### src/rtl/cram_async_ctrl.sv
`default_nettype none
// ============================================================================
// Module      : cram_async_ctrl
// Description : Asynchronous-mode CellularRAM controller with one command in
//               flight, a four-state FSM and fully registered pin outputs.
// Revision    : 1.0 - initial release
// ============================================================================
module cram_async_ctrl #(
  parameter int CHIPS = 2,
  parameter int T_ADV = 2,
  parameter int T_ACC = 6,
  parameter int T_REC = 2,
  localparam int AW = (CHIPS == 1) ? 22 : 23
) (
  input  logic          clk,
  input  logic          reset,
  input  logic          cmd_valid,
  output logic          cmd_ready,
  input  logic          cmd_write,
  input  logic          cmd_cre,
  input  logic [AW-1:0] cmd_addr,
  input  logic [15:0]   cmd_wdata,
  input  logic [1:0]    cmd_be,
  output logic          rsp_valid,
  output logic [15:0]   rsp_rdata,
  output logic [5:0]    cram_a,
  output logic [15:0]   cram_dq_out,
  output logic          cram_dq_oe,
  input  logic [15:0]   cram_dq_in,
  output logic          cram_clk,
  output logic          cram_adv_n,
  output logic          cram_cre,
  output logic          cram_ce0_n,
  output logic          cram_ce1_n,
  output logic          cram_oe_n,
  output logic          cram_we_n,
  output logic          cram_ub_n,
  output logic          cram_lb_n,
  input  logic          cram_wait
);

  localparam int T_MAX = (T_ADV > T_ACC) ? ((T_ADV > T_REC) ? T_ADV : T_REC)
                                         : ((T_ACC > T_REC) ? T_ACC : T_REC);
  localparam int CW    = (T_MAX > 1) ? $clog2(T_MAX) : 1;

  generate
    if (CHIPS != 1 && CHIPS != 2) begin : g_bad_chips
      $error("cram_async_ctrl: CHIPS must be 1 or 2");
    end
    if (T_ADV < 1 || T_ACC < 1 || T_REC < 1) begin : g_bad_timing
      $error("cram_async_ctrl: T_ADV, T_ACC and T_REC must be at least 1");
    end
  endgenerate

  typedef enum logic [1:0] {
    IDLE    = 2'd0,
    ADDR    = 2'd1,
    ACCESS  = 2'd2,
    RECOVER = 2'd3
  } state_t;

  state_t          r_state, w_state_d;
  logic [CW-1:0]   r_cnt, w_cnt_d;
  logic            r_write, r_cre;
  logic [AW-1:0]   r_addr;
  logic [15:0]     r_wdata;
  logic [1:0]      r_be;

  logic            w_accept, w_last;
  logic            w_write, w_cre, w_sel;
  logic [AW-1:0]   w_addr;
  logic [15:0]     w_wdata;
  logic [1:0]      w_be;

  logic [5:0]      w_a;
  logic [15:0]     w_dq_out;
  logic            w_dq_oe, w_adv_n, w_cre_pin, w_ce0_n, w_ce1_n;
  logic            w_oe_n, w_we_n, w_ub_n, w_lb_n;

  logic            w_unused;
  assign w_unused = cram_wait;

  assign cram_clk = 1'b0;
  assign w_accept = (r_state == IDLE) && cmd_valid && cmd_ready;
  assign w_last   = (r_cnt == '0);

  // Pins are registered from the next state, so the accepting edge must see
  // the incoming command rather than the not-yet-latched copy.
  assign w_write = w_accept ? cmd_write : r_write;
  assign w_cre   = w_accept ? cmd_cre   : r_cre;
  assign w_addr  = w_accept ? cmd_addr  : r_addr;
  assign w_wdata = w_accept ? cmd_wdata : r_wdata;
  assign w_be    = w_accept ? cmd_be    : r_be;

  generate
    if (CHIPS == 2) begin : g_two_chips
      assign w_sel = w_addr[AW-1];
    end else begin : g_one_chip
      assign w_sel = 1'b0;
    end
  endgenerate

  always_comb begin
    w_state_d = r_state;
    w_cnt_d   = r_cnt;
    case (r_state)
      IDLE: begin
        if (w_accept) begin
          w_state_d = ADDR;
          w_cnt_d   = CW'(T_ADV - 1);
        end
      end
      ADDR: begin
        if (w_last) begin
          w_state_d = ACCESS;
          w_cnt_d   = CW'(T_ACC - 1);
        end else begin
          w_cnt_d = r_cnt - 1'b1;
        end
      end
      ACCESS: begin
        if (w_last) begin
          w_state_d = RECOVER;
          w_cnt_d   = CW'(T_REC - 1);
        end else begin
          w_cnt_d = r_cnt - 1'b1;
        end
      end
      RECOVER: begin
        if (w_last) begin
          w_state_d = IDLE;
        end else begin
          w_cnt_d = r_cnt - 1'b1;
        end
      end
      default: w_state_d = IDLE;
    endcase
  end

  always_comb begin
    w_a       = 6'd0;
    w_dq_out  = 16'd0;
    w_dq_oe   = 1'b0;
    w_adv_n   = 1'b1;
    w_cre_pin = 1'b0;
    w_ce0_n   = 1'b1;
    w_ce1_n   = 1'b1;
    w_oe_n    = 1'b1;
    w_we_n    = 1'b1;
    w_ub_n    = 1'b1;
    w_lb_n    = 1'b1;
    if (w_state_d == ADDR || w_state_d == ACCESS) begin
      w_a       = w_addr[21:16];
      w_cre_pin = w_cre;
      w_ce0_n   = w_sel;
      w_ce1_n   = ~w_sel;
    end
    if (w_state_d == ADDR) begin
      w_adv_n  = 1'b0;
      w_dq_oe  = 1'b1;
      w_dq_out = w_addr[15:0];
    end else if (w_state_d == ACCESS) begin
      if (w_write) begin
        w_we_n   = 1'b0;
        w_dq_oe  = 1'b1;
        w_dq_out = w_wdata;
        w_ub_n   = ~w_be[1];
        w_lb_n   = ~w_be[0];
      end else begin
        w_oe_n = 1'b0;
        w_ub_n = 1'b0;
        w_lb_n = 1'b0;
      end
    end
  end

  always_ff @(posedge clk or posedge reset) begin
    if (reset) begin
      r_state     <= IDLE;
      r_cnt       <= '0;
      r_write     <= 1'b0;
      r_cre       <= 1'b0;
      r_addr      <= '0;
      r_wdata     <= 16'd0;
      r_be        <= 2'b00;
      cmd_ready   <= 1'b0;
      rsp_valid   <= 1'b0;
      rsp_rdata   <= 16'd0;
      cram_a      <= 6'd0;
      cram_dq_out <= 16'd0;
      cram_dq_oe  <= 1'b0;
      cram_adv_n  <= 1'b1;
      cram_cre    <= 1'b0;
      cram_ce0_n  <= 1'b1;
      cram_ce1_n  <= 1'b1;
      cram_oe_n   <= 1'b1;
      cram_we_n   <= 1'b1;
      cram_ub_n   <= 1'b1;
      cram_lb_n   <= 1'b1;
    end else begin
      r_state   <= w_state_d;
      r_cnt     <= w_cnt_d;
      cmd_ready <= (w_state_d == IDLE);
      if (w_accept) begin
        r_write <= cmd_write;
        r_cre   <= cmd_cre;
        r_addr  <= cmd_addr;
        r_wdata <= cmd_wdata;
        r_be    <= cmd_be;
      end
      rsp_valid <= (r_state == ACCESS) && w_last;
      if ((r_state == ACCESS) && w_last && !r_write) begin
        rsp_rdata <= cram_dq_in;
      end
      cram_a      <= w_a;
      cram_dq_out <= w_dq_out;
      cram_dq_oe  <= w_dq_oe;
      cram_adv_n  <= w_adv_n;
      cram_cre    <= w_cre_pin;
      cram_ce0_n  <= w_ce0_n;
      cram_ce1_n  <= w_ce1_n;
      cram_oe_n   <= w_oe_n;
      cram_we_n   <= w_we_n;
      cram_ub_n   <= w_ub_n;
      cram_lb_n   <= w_lb_n;
    end
  end

endmodule
`default_nettype wire
### config.mk
export PLATFORM = sky130hd
export DESIGN_NAME = cram_async_ctrl
export DESIGN_NICKNAME = d
export VERILOG_FILES = /design/src/rtl/cram_async_ctrl.sv
export SDC_FILE = /design/constraint.sdc
export NUM_CORES = 1
export LEC_CHECK = 0
export CAP_MARGIN = 20
export CORE_MARGIN = 2
export CORE_UTILIZATION = 40
export CTS_CLUSTER_DIAMETER = 60
export DETAILED_ROUTE_END_ITERATION = 10
export HOLD_SLACK_MARGIN = 0.1
export PLACE_DENSITY = 0.72
export SYNTH_ARGS = -nofsm -noshare
export SYNTH_HDL_FRONTEND = slang
export SYNTH_SLANG_ARGS = --single-unit
### constraint.sdc
create_clock -name clk -period 10.6 [get_ports clk]
set_clock_uncertainty 0.1 [all_clocks]
set_input_delay 3.18 -clock clk [delete_from_list [all_inputs] [get_ports clk]]
set_output_delay 3.18 -clock clk [all_outputs]
set_load 0.03 [all_outputs]
==> impl_results.md <==
* CP max stage delay at just under 600 ps
* Reg-to-reg setup timing slack at 8320 ps
* Mux contribution to synthesized area at 0.120
* HP Class: reg -> reg
* Synth Register Bits at 97
* Worst path arrival time at a little over 5000 ps
* WL final at about 7500 um
* Placed cell count at roughly 500
* Drt first pass iters at 4
* FF-to-FF End: cram_ce0_n$_DFF_PP1_
* Cell Int Power at 916 uW
* Sequential-to-total area share from yosys stat at 0.646
* Gpl congestion at approximately 0.76
* Post-Synth Adder-Cell Area at 0.00664
* Final core occ at 0.559
* Top cell type's share of synthesized area at 0.597
* Total gr overflow at 0
* Post-Synth Simple-Gate Area at 0.0710
* Final worst setup slack at 5630 ps
* VDD IR max at approximately 110 uV
* FFs w/ async S/R, synth at 1.00
* Num CTS Buffers at 9
* Largest family of logic cells by synthesized area: multiplexers
* Crit. End Element: flip-flop
* Tcrit/Tclk final at 0.469
* # DRC at 0
* Number of synthesized flops with an enable pin at 0
* Post-route cell area at ~0.0051 sq mm
* Maxcap violations at 0
* Setup crit start kind: input pin
* HPWL after DPL at 4970 um
* Synth Cell Area at between 0.003 and 0.004 sq mm
* Syn nets at around 350
* Critical Path RT at ~11000 ps
* Buf/Inv on CP at 2
* Hold path depth at 2
* Insertion delay to the later sink of the worst-skew pair at 360 ps
* Worst-path clk slew at between 100 and 150 ps
* Max Clock Freq at just over 0.2 GHz
* First-pass GRT wire length at between 10000 and 15000 um
* Initial DRC count at 84
* GRT Total Usage at 0.153
* Number of global-route vias before repair at ~2600
* Clock power share at 0.170
* Die area at about 0.010 sq mm
* Reg2Reg Depth at 4
* Initial antenna violation count at 0
* P_sw at approximately 550 uW
* Synth Area in XOR/XNOR at 0.00232
* Die extent in y at 101 um
* Synth unique cells at 38
* DRT antenna net count at 0
* Final min period at ~5000 ps
* P&R area growth vs syn at 36.3%
* Number of core rows at 35
* Post-CTS Resized at 0
* Max Fanout on Critical Path at between 60 and 70
* Sequential share of power at 0.408
* DP Area at around 0.0049 sq mm
* Worst Tran Pin Value at approximately 900 ps
* Synth Flop Type: dfrtp_1
* Starting Density at 0.410
* Postcts setup bufs at 0
* Top cells by area, synth: dfrtp_1 (60%), dfstp_2 (4.9%), mux2_2 (4.8%)
* I/O pin count at about 110
* Hold Path Sink: r_addr[8]$_DFF_PP0_
* Slew Viols, Final at 0
* Die width at approximately 100 um
* Vias at 2500
* Sw frac at 0.377
* CTS tree: yes
* Worst r2r src: r_state[1]$_DFF_PP0_
* Setup WS pre-CTS at around 5200 ps
* Max H-tree Level at 3
* RSZ-0062 raised after global routing: no
* Total chip power at between 1 and 1.5 mW
* CP cell instances: clkdlybuf4s50_1, nor4bb_4, buf_4, mux2_2, or2_2
* P_leak at between 2 and 2.5 nW
* Final non-filler cell total at roughly 510
* Clock Path Buffers at 2
* Crit Path Class: in -> reg
* Setup TNS at 0 ps
* Core box area at 0.00920 sq mm
* Final setup violation count at 0
* Largest net degree at the start of global routing at 82
* Clk sink count at 97
* Worst hold slack at between 300 and 400 ps
* Root Buffer Master: clkbuf_8
* Final hold vios at 0
* Pwr/cell area at roughly 290 mW/mm^2
* Outcome: completed
* Slowest CP cell: buf_4
* Compound-cell area share of the yosys netlist at 0.0823
* Logic pwr share at 0.422
* Min-delay src: r_addr[8]$_DFF_PP0_
* Worst slew margin at 0.402
* Port Buffers at 110
* Cell family with the largest share of critical-path delay: buffers and inverters
* Ant diodes at 0
* WL/cell at around 15 um
* Via density at slightly below 5
* Yosys top cell by area: dfrtp_1
* Synth warn at 0
* Syn Inst Count at 289
* Synthesized area per cell at approximately 13 sq um
* Hold-fix buffers, CTS at 0
* # nets final at 462
* Layout cells sized above 1 at 0.117
## power groups by stage
| stage | clock network [mW] | registers, mW | logic (mW) |
|---|---|---|---|
| 2_1_floorplan | 0 | 0.733 | 0.277 |
| 3_3_place_gp | 0 | 0.604 | 0.609 |
| 3_5_place_dp | 0 | 0.609 | 0.624 |
| 4_1_cts | 0.260 | 0.602 | 0.626 |
| 5_1_grt | 0.277 | 0.619 | 0.669 |
| 6_report | 0.250 | 0.600 | 0.620 |
## layer usage
metal  GRT usage  routed length [um]
met5           0                   0
met4      0.0634                 107
met3      0.0361                 396
met2       0.251                3780
met1       0.196                3250
## cells in the final DEF, fill, tap and decap left out, drive strengths merged, types with 2 or more instances in the layout
| cell type | instances |
|---|---|
| ha | 2 |
| buf | 3 |
| mux2 | 26 |
| nand2b | 4 |
| clkinvlp | 2 |
| dfstp | 7 |
| nand2 | 20 |
| o22a | 2 |
| inv | 41 |
| mux2i | 16 |
| clkdlybuf4s50 | 110 |
| clkbuf | 9 |
| or2 | 4 |
| dfrtp | 90 |
| o21ai | 20 |
| o32ai | 16 |
| nor2b | 8 |
| nor2 | 4 |
| nor3 | 4 |
## logic make-up after synthesis
logic type                 Yosys count
DFF                                 97
buffers and inverters               53
and+or+nand+nor                     48
AOI/OAI and AO/OA                   45
muxes                               42
adders and majority gates            2
other                                1
xor gates and xnor gates             1
## worst max-delay path by stage
stage / startpoint / endpoint / slack [ps] / depth (start not counted)
5_1_grt: cmd_valid / cram_ce0_n$_DFF_PP1_ / 5520 / 5
6_report: cmd_valid / cram_ce0_n$_DFF_PP1_ / 5630 / 5
2_1_floorplan: reset / cmd_ready$_DFF_PP0_ / 4800 / 1
4_1_cts: cmd_valid / cram_ce0_n$_DFF_PP1_ / 5590 / 5
3_5_place_dp: cmd_valid / cram_ce0_n$_DFF_PP1_ / 5200 / 5
3_3_place_gp: cmd_valid / cram_ce0_n$_DFF_PP1_ / 5230 / 5
## layout make-up
class | instances | area (sq um)
flip-flops and latches | 97 | 2440
repair buffers | 113 | 1140
inverters | 37 | 141
fillers | 794 | 4060
clock inverters | 7 | 85.1
well taps | 111 | 139
multi-input cells | 139 | 1070
clock buffers | 9 | 124
## worst reg2reg max path, cell delays in order, from the launching register on
cell      delay, ps
dfrtp_1         520
nor4bb_4        310
buf_4           580
mux2_2          440
or2_2           270
## synth_stat cells, types with 7 or more instances
master,count
mux2_1,10
mux2_2,16
dfrtp_1,90
mux2i_1,16
dfstp_2,7
nand2_1,20
o21ai_0,19
o32ai_1,16
inv_1,37
nor2b_1,8
## registers in the layout, summed over array words and instances (netlist names)
| register | count |
|---|---|
| r_addr | 23 |
| cram_dq_out | 16 |
| r_wdata | 16 |
| rsp_rdata | 16 |
| cram_a | 6 |
| r_cnt | 3 |
| r_be | 2 |
| r_state | 2 |
| cmd_ready | 1 |
| cram_adv_n | 1 |
| cram_ce0_n | 1 |
| cram_ce1_n | 1 |
| cram_cre | 1 |
| cram_dq_oe | 1 |
| cram_lb_n | 1 |
| cram_oe_n | 1 |
| cram_ub_n | 1 |
| cram_we_n | 1 |
| r_cre | 1 |
| r_write | 1 |
| rsp_valid | 1 |
Power figures use the tool's default switching activity.
